File: src/rtl/priority_pkg.sv
// +----------------------------------------------------------------------+
// | priority_pkg : shared types and defaults for the request scheduler    |
// | Rev 1.0                                                               |
// +----------------------------------------------------------------------+
`default_nettype none

package priority_pkg;

  localparam int DEFAULT_N = 8;

  typedef enum logic [0:0] {
    IDLE  = 1'b0,
    OFFER = 1'b1
  } sched_state_e;

endpackage : priority_pkg

`default_nettype wire

File: src/rtl/priority_encoder.sv
// +----------------------------------------------------------------------+
// | priority_encoder : index of the highest set bit of a request vector   |
// | Rev 1.0                                                               |
// +----------------------------------------------------------------------+
`default_nettype none

module priority_encoder #(
  parameter int N    = 8,
  parameter int IDXW = $clog2(N)
) (
  input  logic [N-1:0]    req_i,
  output logic [IDXW-1:0] idx_o,
  output logic            valid_o
);

  // Ascending scan: the last set bit seen is the highest one.
  always_comb begin
    idx_o   = '0;
    valid_o = |req_i;
    for (int i = 0; i < N; i++) begin
      if (req_i[i]) begin
        idx_o = IDXW'(i);
      end
    end
  end

endmodule : priority_encoder

`default_nettype wire

File: src/rtl/priority_request_scheduler.sv
// +----------------------------------------------------------------------+
// | priority_request_scheduler : pending-request collector with a fixed   |
// | priority valid/ready grant port (bit N-1 highest).  Rev 1.0           |
// +----------------------------------------------------------------------+
`default_nettype none

module priority_request_scheduler #(
  parameter int N    = priority_pkg::DEFAULT_N,
  parameter int IDXW = $clog2(N)
) (
  input  logic                   clk,
  input  logic                   rst,
  input  logic [N-1:0]           req_pulse,
  input  logic                   flush,
  output logic                   grant_valid,
  output logic [IDXW-1:0]        grant_idx,
  output logic [N-1:0]           grant_onehot,
  input  logic                   grant_ready,
  output logic [N-1:0]           pending,
  output logic [$clog2(N+1)-1:0] pending_count,
  output logic                   dup_req
);

  import priority_pkg::*;

  localparam int CNTW = $clog2(N+1);

  sched_state_e    state_q, state_d;
  logic [N-1:0]    pending_q, pending_d;
  logic [IDXW-1:0] grant_idx_q, grant_idx_d;
  logic            dup_q, dup_d;

  logic            accept;
  logic [N-1:0]    accepted_bit;
  logic [N-1:0]    enc_in;
  logic [IDXW-1:0] enc_idx;
  logic            enc_valid;

  // Pending update: a strobe on the bit being accepted wins over the clear.
  always_comb begin
    accept       = (state_q == OFFER) && grant_ready;
    accepted_bit = '0;
    if (accept) begin
      accepted_bit[grant_idx_q] = 1'b1;
    end
    pending_d = (pending_q & ~accepted_bit) | req_pulse;
    dup_d     = |(req_pulse & pending_q & ~accepted_bit);
    if (flush) begin
      pending_d = '0;
      dup_d     = 1'b0;
    end
  end

  // IDLE looks at the registered vector (2-cycle latency); OFFER looks ahead
  // at the next vector so an accept can reload without a bubble.
  assign enc_in = (state_q == IDLE) ? pending_q : pending_d;

  priority_encoder #(
    .N    (N),
    .IDXW (IDXW)
  ) u_prio_enc (
    .req_i   (enc_in),
    .idx_o   (enc_idx),
    .valid_o (enc_valid)
  );

  always_comb begin
    state_d     = state_q;
    grant_idx_d = grant_idx_q;
    unique case (state_q)
      IDLE: begin
        if (enc_valid) begin
          state_d     = OFFER;
          grant_idx_d = enc_idx;
        end
      end
      OFFER: begin
        if (accept) begin
          if (enc_valid) begin
            grant_idx_d = enc_idx;
          end else begin
            state_d = IDLE;
          end
        end
      end
      default: state_d = IDLE;
    endcase
    if (flush) begin
      state_d     = IDLE;
      grant_idx_d = grant_idx_q;
    end
  end

  always_ff @(posedge clk) begin
    if (rst) begin
      state_q     <= IDLE;
      pending_q   <= '0;
      grant_idx_q <= '0;
      dup_q       <= 1'b0;
    end else begin
      state_q     <= state_d;
      pending_q   <= pending_d;
      grant_idx_q <= grant_idx_d;
      dup_q       <= dup_d;
    end
  end

  always_comb begin
    grant_onehot = '0;
    for (int i = 0; i < N; i++) begin
      grant_onehot[i] = (state_q == OFFER) && (grant_idx_q == IDXW'(i));
    end
  end

  always_comb begin
    pending_count = '0;
    for (int i = 0; i < N; i++) begin
      pending_count = pending_count + CNTW'(pending_q[i]);
    end
  end

  assign grant_valid = (state_q == OFFER);
  assign grant_idx   = grant_idx_q;
  assign pending     = pending_q;
  assign dup_req     = dup_q;

endmodule : priority_request_scheduler

`default_nettype wire

File: config.mk
export PLATFORM = sky130hd
export DESIGN_NAME = priority_request_scheduler
export DESIGN_NICKNAME = d
export VERILOG_FILES = /design/src/rtl/priority_pkg.sv /design/src/rtl/priority_encoder.sv /design/src/rtl/priority_request_scheduler.sv
export SDC_FILE = /design/constraint.sdc
export NUM_CORES = 1
export LEC_CHECK = 0
export ABC_CLOCK_PERIOD_IN_PS = 7100
export CAP_MARGIN = 0
export CORE_ASPECT_RATIO = 1.5
export CORE_MARGIN = 3
export CORE_UTILIZATION = 49
export DETAILED_ROUTE_END_ITERATION = 10
export GPL_ROUTABILITY_DRIVEN = 0
export PLACE_DENSITY = 0.94
export SYNTH_ARGS = -nofsm -noshare
export SYNTH_HDL_FRONTEND = slang
export SYNTH_SLANG_ARGS = --single-unit
File: constraint.sdc
create_clock -name clk -period 7.1 [get_ports clk]
set_input_delay 0.71 -clock clk [delete_from_list [all_inputs] [get_ports clk]]
set_output_delay 0.71 -clock clk [all_outputs]
set_load 0.05 [all_outputs]
* Word level (Yosys, flattened, before mapping)
Index checks and enable logic that the tools add are counted.
** Operators by class
- Add/sub/neg operators :: 7
- Reductions and logical operators :: 15
- Bitwise operators :: 7
- Eq/ne operators :: 8
- Order comparisons :: 2
- Multiplexer cells :: 18
** Operators with widths (number)
- $and 8x8->8 :: 3
- $mux 8 :: 3
- $mux 3 :: 6
- $add 4x1->4 :: 4
- $reduce_or 8->1 :: 2
- $eq 3x3->1 const B :: 4
- $logic_and 1x1->1 :: 10
- $not 8->8 :: 1
- $or 8x8->8 :: 1
- $eq 3x2->1 const B :: 2
- $pmux 3 s2 :: 1
- $add 3x1->4 :: 1
- $lt 3x4->1 const B :: 1
- $mux 1 :: 4
- $mux 2 :: 2
- $add 2x1->3 :: 1
- $demux 1 s3 :: 1
- $eq 3x1->1 const B :: 1
- $ge 3x1->1 const B :: 1
- $logic_not 3->1 :: 1
- $add 1x1->2 :: 1
- $ne 2x1->1 const B :: 1
- $not 1->1 :: 2
- $pmux 1 s2 :: 1
- 2 further kinds :: 2
** Word-level totals
- Logic and storage cells :: 61
- Output and inout bits :: 25
- Input bits :: 12
- Flip-flop bits (word level) :: 13

* Logic depth before layout (Yosys ltp)
- Word-level depth :: 20
- Depth in mapped cells :: 9
- Depth with buffers taken out :: 9

* By module
Synthesis repeated with hierarchy kept, for this count alone.
** Second synthesis, totals
- Cells, all modules :: 128
- Area total of the unflattened synthesis :: 952.2 um^2
** By module, submodules not included
- priority_request_scheduler :: times used 1, area an instance 885.8 um^2, cells each 116, sequential area each 260.2 um^2
- priority_encoder :: times used 1, area an instance 66.3 um^2, cells each 12, sequential area each 0.0 um^2

* Worst setup path before layout
Ideal clock, no wire load.
- Path kind :: reg-to-output
- From :: register pending_q[3], in the netlist pending[3]
- To :: output pending_count[2]
- Path slack :: 2.790 ns
- Arrival :: 3.600 ns
- Stages on the path, launching flop included :: 10
- Buffers on the path :: 0
- Required time :: 6.390 ns
- Path through :: dfxtp_1 -> fa_1 -> inv_1 -> fa_1 -> fa_1 -> inv_1 -> ha_1 -> inv_1 -> fa_1 -> xnor2_1
** Between the ends
- Word-level cells in the longest chain between the ends :: 5
** Ends and longest elaborated chain
- start: declaration :: line priority_request_scheduler.sv:29 : logic [N-1:0] pending_q, pending_d;
- start signal: assignment :: line priority_request_scheduler.sv:102 : pending_q <= pending_d;
- $add 3x1->4 :: line priority_request_scheduler.sv:118 : pending_count = pending_count + CNTW'(pending_q[i]);
- $add 4x1->4 (4 in a row) :: line priority_request_scheduler.sv:118
- end: declaration :: line priority_request_scheduler.sv:20 : output logic [$clog2(N+1)-1:0] pending_count,
No other way between the ends.

* Worst setup path in the final report
Same ends and word-level chain as after synthesis.

==> run summary <==
status - complete, no violations
die height - 64.2 um
H-tree Lvls - 1
aggregate global routing overflow - 0
count of pins over their slew limit - 0
part of the power in registers - 35.4%
Clock Power Share - 17.8%
Sw Pwr - 0.112 mW
Hold-fix buffers, CTS - 0
fin cells - 198
Initial DRC Count - 53
PD cells - 174 nW/um2
area of the multi-input gates - 761 um2
diode count - 0
Tot Pwr - 0.258 mW
DRC - 0
worst path arrival time - 3.80 ns
I/O Pins - 37
Main synth FF type - dfxtp_1
Period minus WS final - 4.51 ns
clk_lat worst skew - 0.27 ns
area grow syn2layout - 34.5%
Pre-Repair DR Iteration Count - 4
worst slew pin tran - 0.689 ns
Placed Cells - 194
Worst-path clk slew - 0.08 ns
hold depth - 2
# port buffers - 36
Syn Std Cell Area - 1110 um2
register area - 260 um2
largest net degree at the start of global routing - 23
Die Wd - 44.8 um
flop and latch count out of synthesis - 13
initial antenna violation count - 0
Num CTS Buffers - 3
Pleak - 0.561 nW
Final ANT Viol Nets - 0
Worst Path Class, Setup - reg2out
final setup vio count - 0
Pint - 0.146 mW
Sw Share - 43.3%
hold crit path type - reg2reg
DR WL/cell - 15.5 um
share of cells above drive strength 1 - 6.25%
CTS Buffer Depth - 2
Syn. warnings - 0
postcts setup bufs - 0
final worst path period share - 63.5%
GRT Resource Usage Total - 22.9%
Post-CTS Resized - 0
ys async rst share - 0%
CP Data Required Time - 6.39 ns
RSZ-0062 raised after global routing - false
# Max-Cap Violations - 0
DR vias/cell - 6.24
Max FO, Critical Path - 9
syn_nets - 160
synthesized instance count - 141
clk_skew - 0.00330 ns
Final HPWL DP - 2370 um
CP startpoint kind - register
Setup crit end kind - output pin
initial core utilization - 53.3%
Rows - 20
Synth Area per Inst - 7.84 um2
Hold Fails Final Rpt - 0
first-pass GRT wire length - 5090 um
layout net count - 196
Worst R2R Path Depth - 5
register area share after synthesis - 23.5%
Post-synth EDFFs - 0
number of distinct library cells after synthesis - 48
die area - 2880 um2
final-layout fill cell count - 161
DRT Wirelength - 3070 um
via count - 1,235
Comb power frac - 46.8%
Slew HR - 54.0%
core area - 2080 um2
CTS Root Cell - clkbuf_4
CTS tree - done
Peak VDD IR - 123 uV
CTS Sinks - 13
FMAX - 222 MHz
number of global-route vias before repair - 1,206
setup TNS - 0 ns
[placed cells by master (no fill, tap or decap), drive strengths merged, types with 6 or more instances in the layout]
cell and n:
nand2 8, inv 14, clkdlybuf4s50 36, a21oi 11, nor2 17, nand2b 6
nor3 9, dfxtp 13
[area by class of cell]
| cell class | count | area share, % |
|---|---|---|
| Clock buffer | 4 | 1.77 |
| Sequential cell | 13 | 17.5 |
| Tap cell | 22 | 1.85 |
| Timing Repair Buffer | 36 | 24.2 |
| Multi-Input combinational cell | 109 | 51.1 |
| Inverter | 14 | 3.53 |
[registers in the layout, indices dropped and copies added, names as in the netlist]
signal	cells
grant_valid	1
pending	8
grant_idx	3
dup_req	1
[cells by family (layout without fill, tap and decap cells)]
logic type | Yosys count | after routing | share of synthesized area [%]
buffers and inverters | 19 | 54 | 7.69
AND/OR/NAND/NOR | 60 | 60 | 28.4
AO/OA/AOI/OAI | 41 | 41 | 29.0
XOR/XNOR | 1 | 1 | 0.792
adder cells (fa/ha/maj) | 7 | 7 | 10.6
flip-flops | 13 | 13 | 23.5
[per-stage QoR]
step	setup WS, ns	instance area [um2]	hold WS [ns]	util [%]
4_1_cts	2.59	1490	0.563	71.6
3_5_place_dp	2.90	1460	0.549	70.4
3_3_place_gp	2.96	1460	0.545	70.4
5_1_grt	2.44	1490	0.609	71.6
2_1_floorplan	2.79	1110	0.766	-
6_report	2.59	1490	0.565	71.6
[path summary, 6_finish.rpt]
| path | to | slack (ns) | startpoint |
|---|---|---|---|
| setup / recovery | pending_count[2] | 2.59 | pending[3]$_SDFF_PP0_ |
| hold reg to reg | pending[5]$_SDFF_PP0_ | 0.57 | pending[5]$_SDFF_PP0_ |
| setup reg to reg | grant_idx[0]$_SDFFE_PP0P_ | 4.91 | grant_valid$_SDFF_PP0_ |
| hold / removal | pending[5]$_SDFF_PP0_ | 0.57 | pending[5]$_SDFF_PP0_ |
[synth_stat cells, types with 2 or more instances]
| master | n | share of area [%] |
|---|---|---|
| nor3_1 | 9 | 4.1 |
| inv_1 | 14 | 4.8 |
| nand2_1 | 8 | 2.7 |
| a211oi_2 | 2 | 2.3 |
| nor2_1 | 17 | 5.8 |
| fa_1 | 4 | 7.2 |
| a21o_1 | 2 | 1.4 |
| nand3_1 | 3 | 1.4 |
| o21ai_0 | 2 | 0.91 |
| a21oi_1 | 11 | 5.0 |
| a32oi_1 | 2 | 1.6 |
| o2111ai_1 | 2 | 1.6 |
| o21ai_1 | 2 | 0.91 |
| dfxtp_1 | 13 | 24 |
| nand3b_1 | 2 | 1.4 |
| ha_1 | 3 | 3.4 |
| buf_2 | 2 | 0.91 |
| a211oi_1 | 2 | 1.4 |
| nand2b_1 | 6 | 3.4 |
| or3_1 | 2 | 1.1 |
| and2_1 | 3 | 1.7 |
| nor2b_1 | 3 | 1.7 |
| o311a_1 | 2 | 1.8 |
[worst max-delay path, cell delays in order (launching register included)]
cell,delay [ns]
dfxtp_1,0.49
fa_1,0.48
inv_1,0.08
fa_1,0.42
fa_1,0.43
inv_1,0.07
ha_1,0.17
inv_1,0.06
fa_1,0.37
xnor2_1,0.14
clkdlybuf4s50_1,0.82
[per-layer routing]
| layer | vias up | wire, um | track usage [%] |
|---|---|---|---|
| met5 | - | 0 | 0 |
| met4 | 0 | 37 | 8.79 |
| met3 | 7 | 207 | 2.25 |
| met2 | 67 | 1650 | 40.8 |
| met1 | 573 | 1170 | 26.8 |
| li1 | 588 | - | - |
[power by group through the flow]
stage               clock, mW  combinational [mW]  sequential [mW]
floorplan                   0              0.0713            0.103
global placement            0               0.118           0.0921
detailed placement          0               0.120           0.0927
CTS                    0.0470               0.121           0.0909
global route           0.0510               0.130           0.0930
finish                 0.0460               0.121           0.0915
Power figures use the tool's default switching activity.
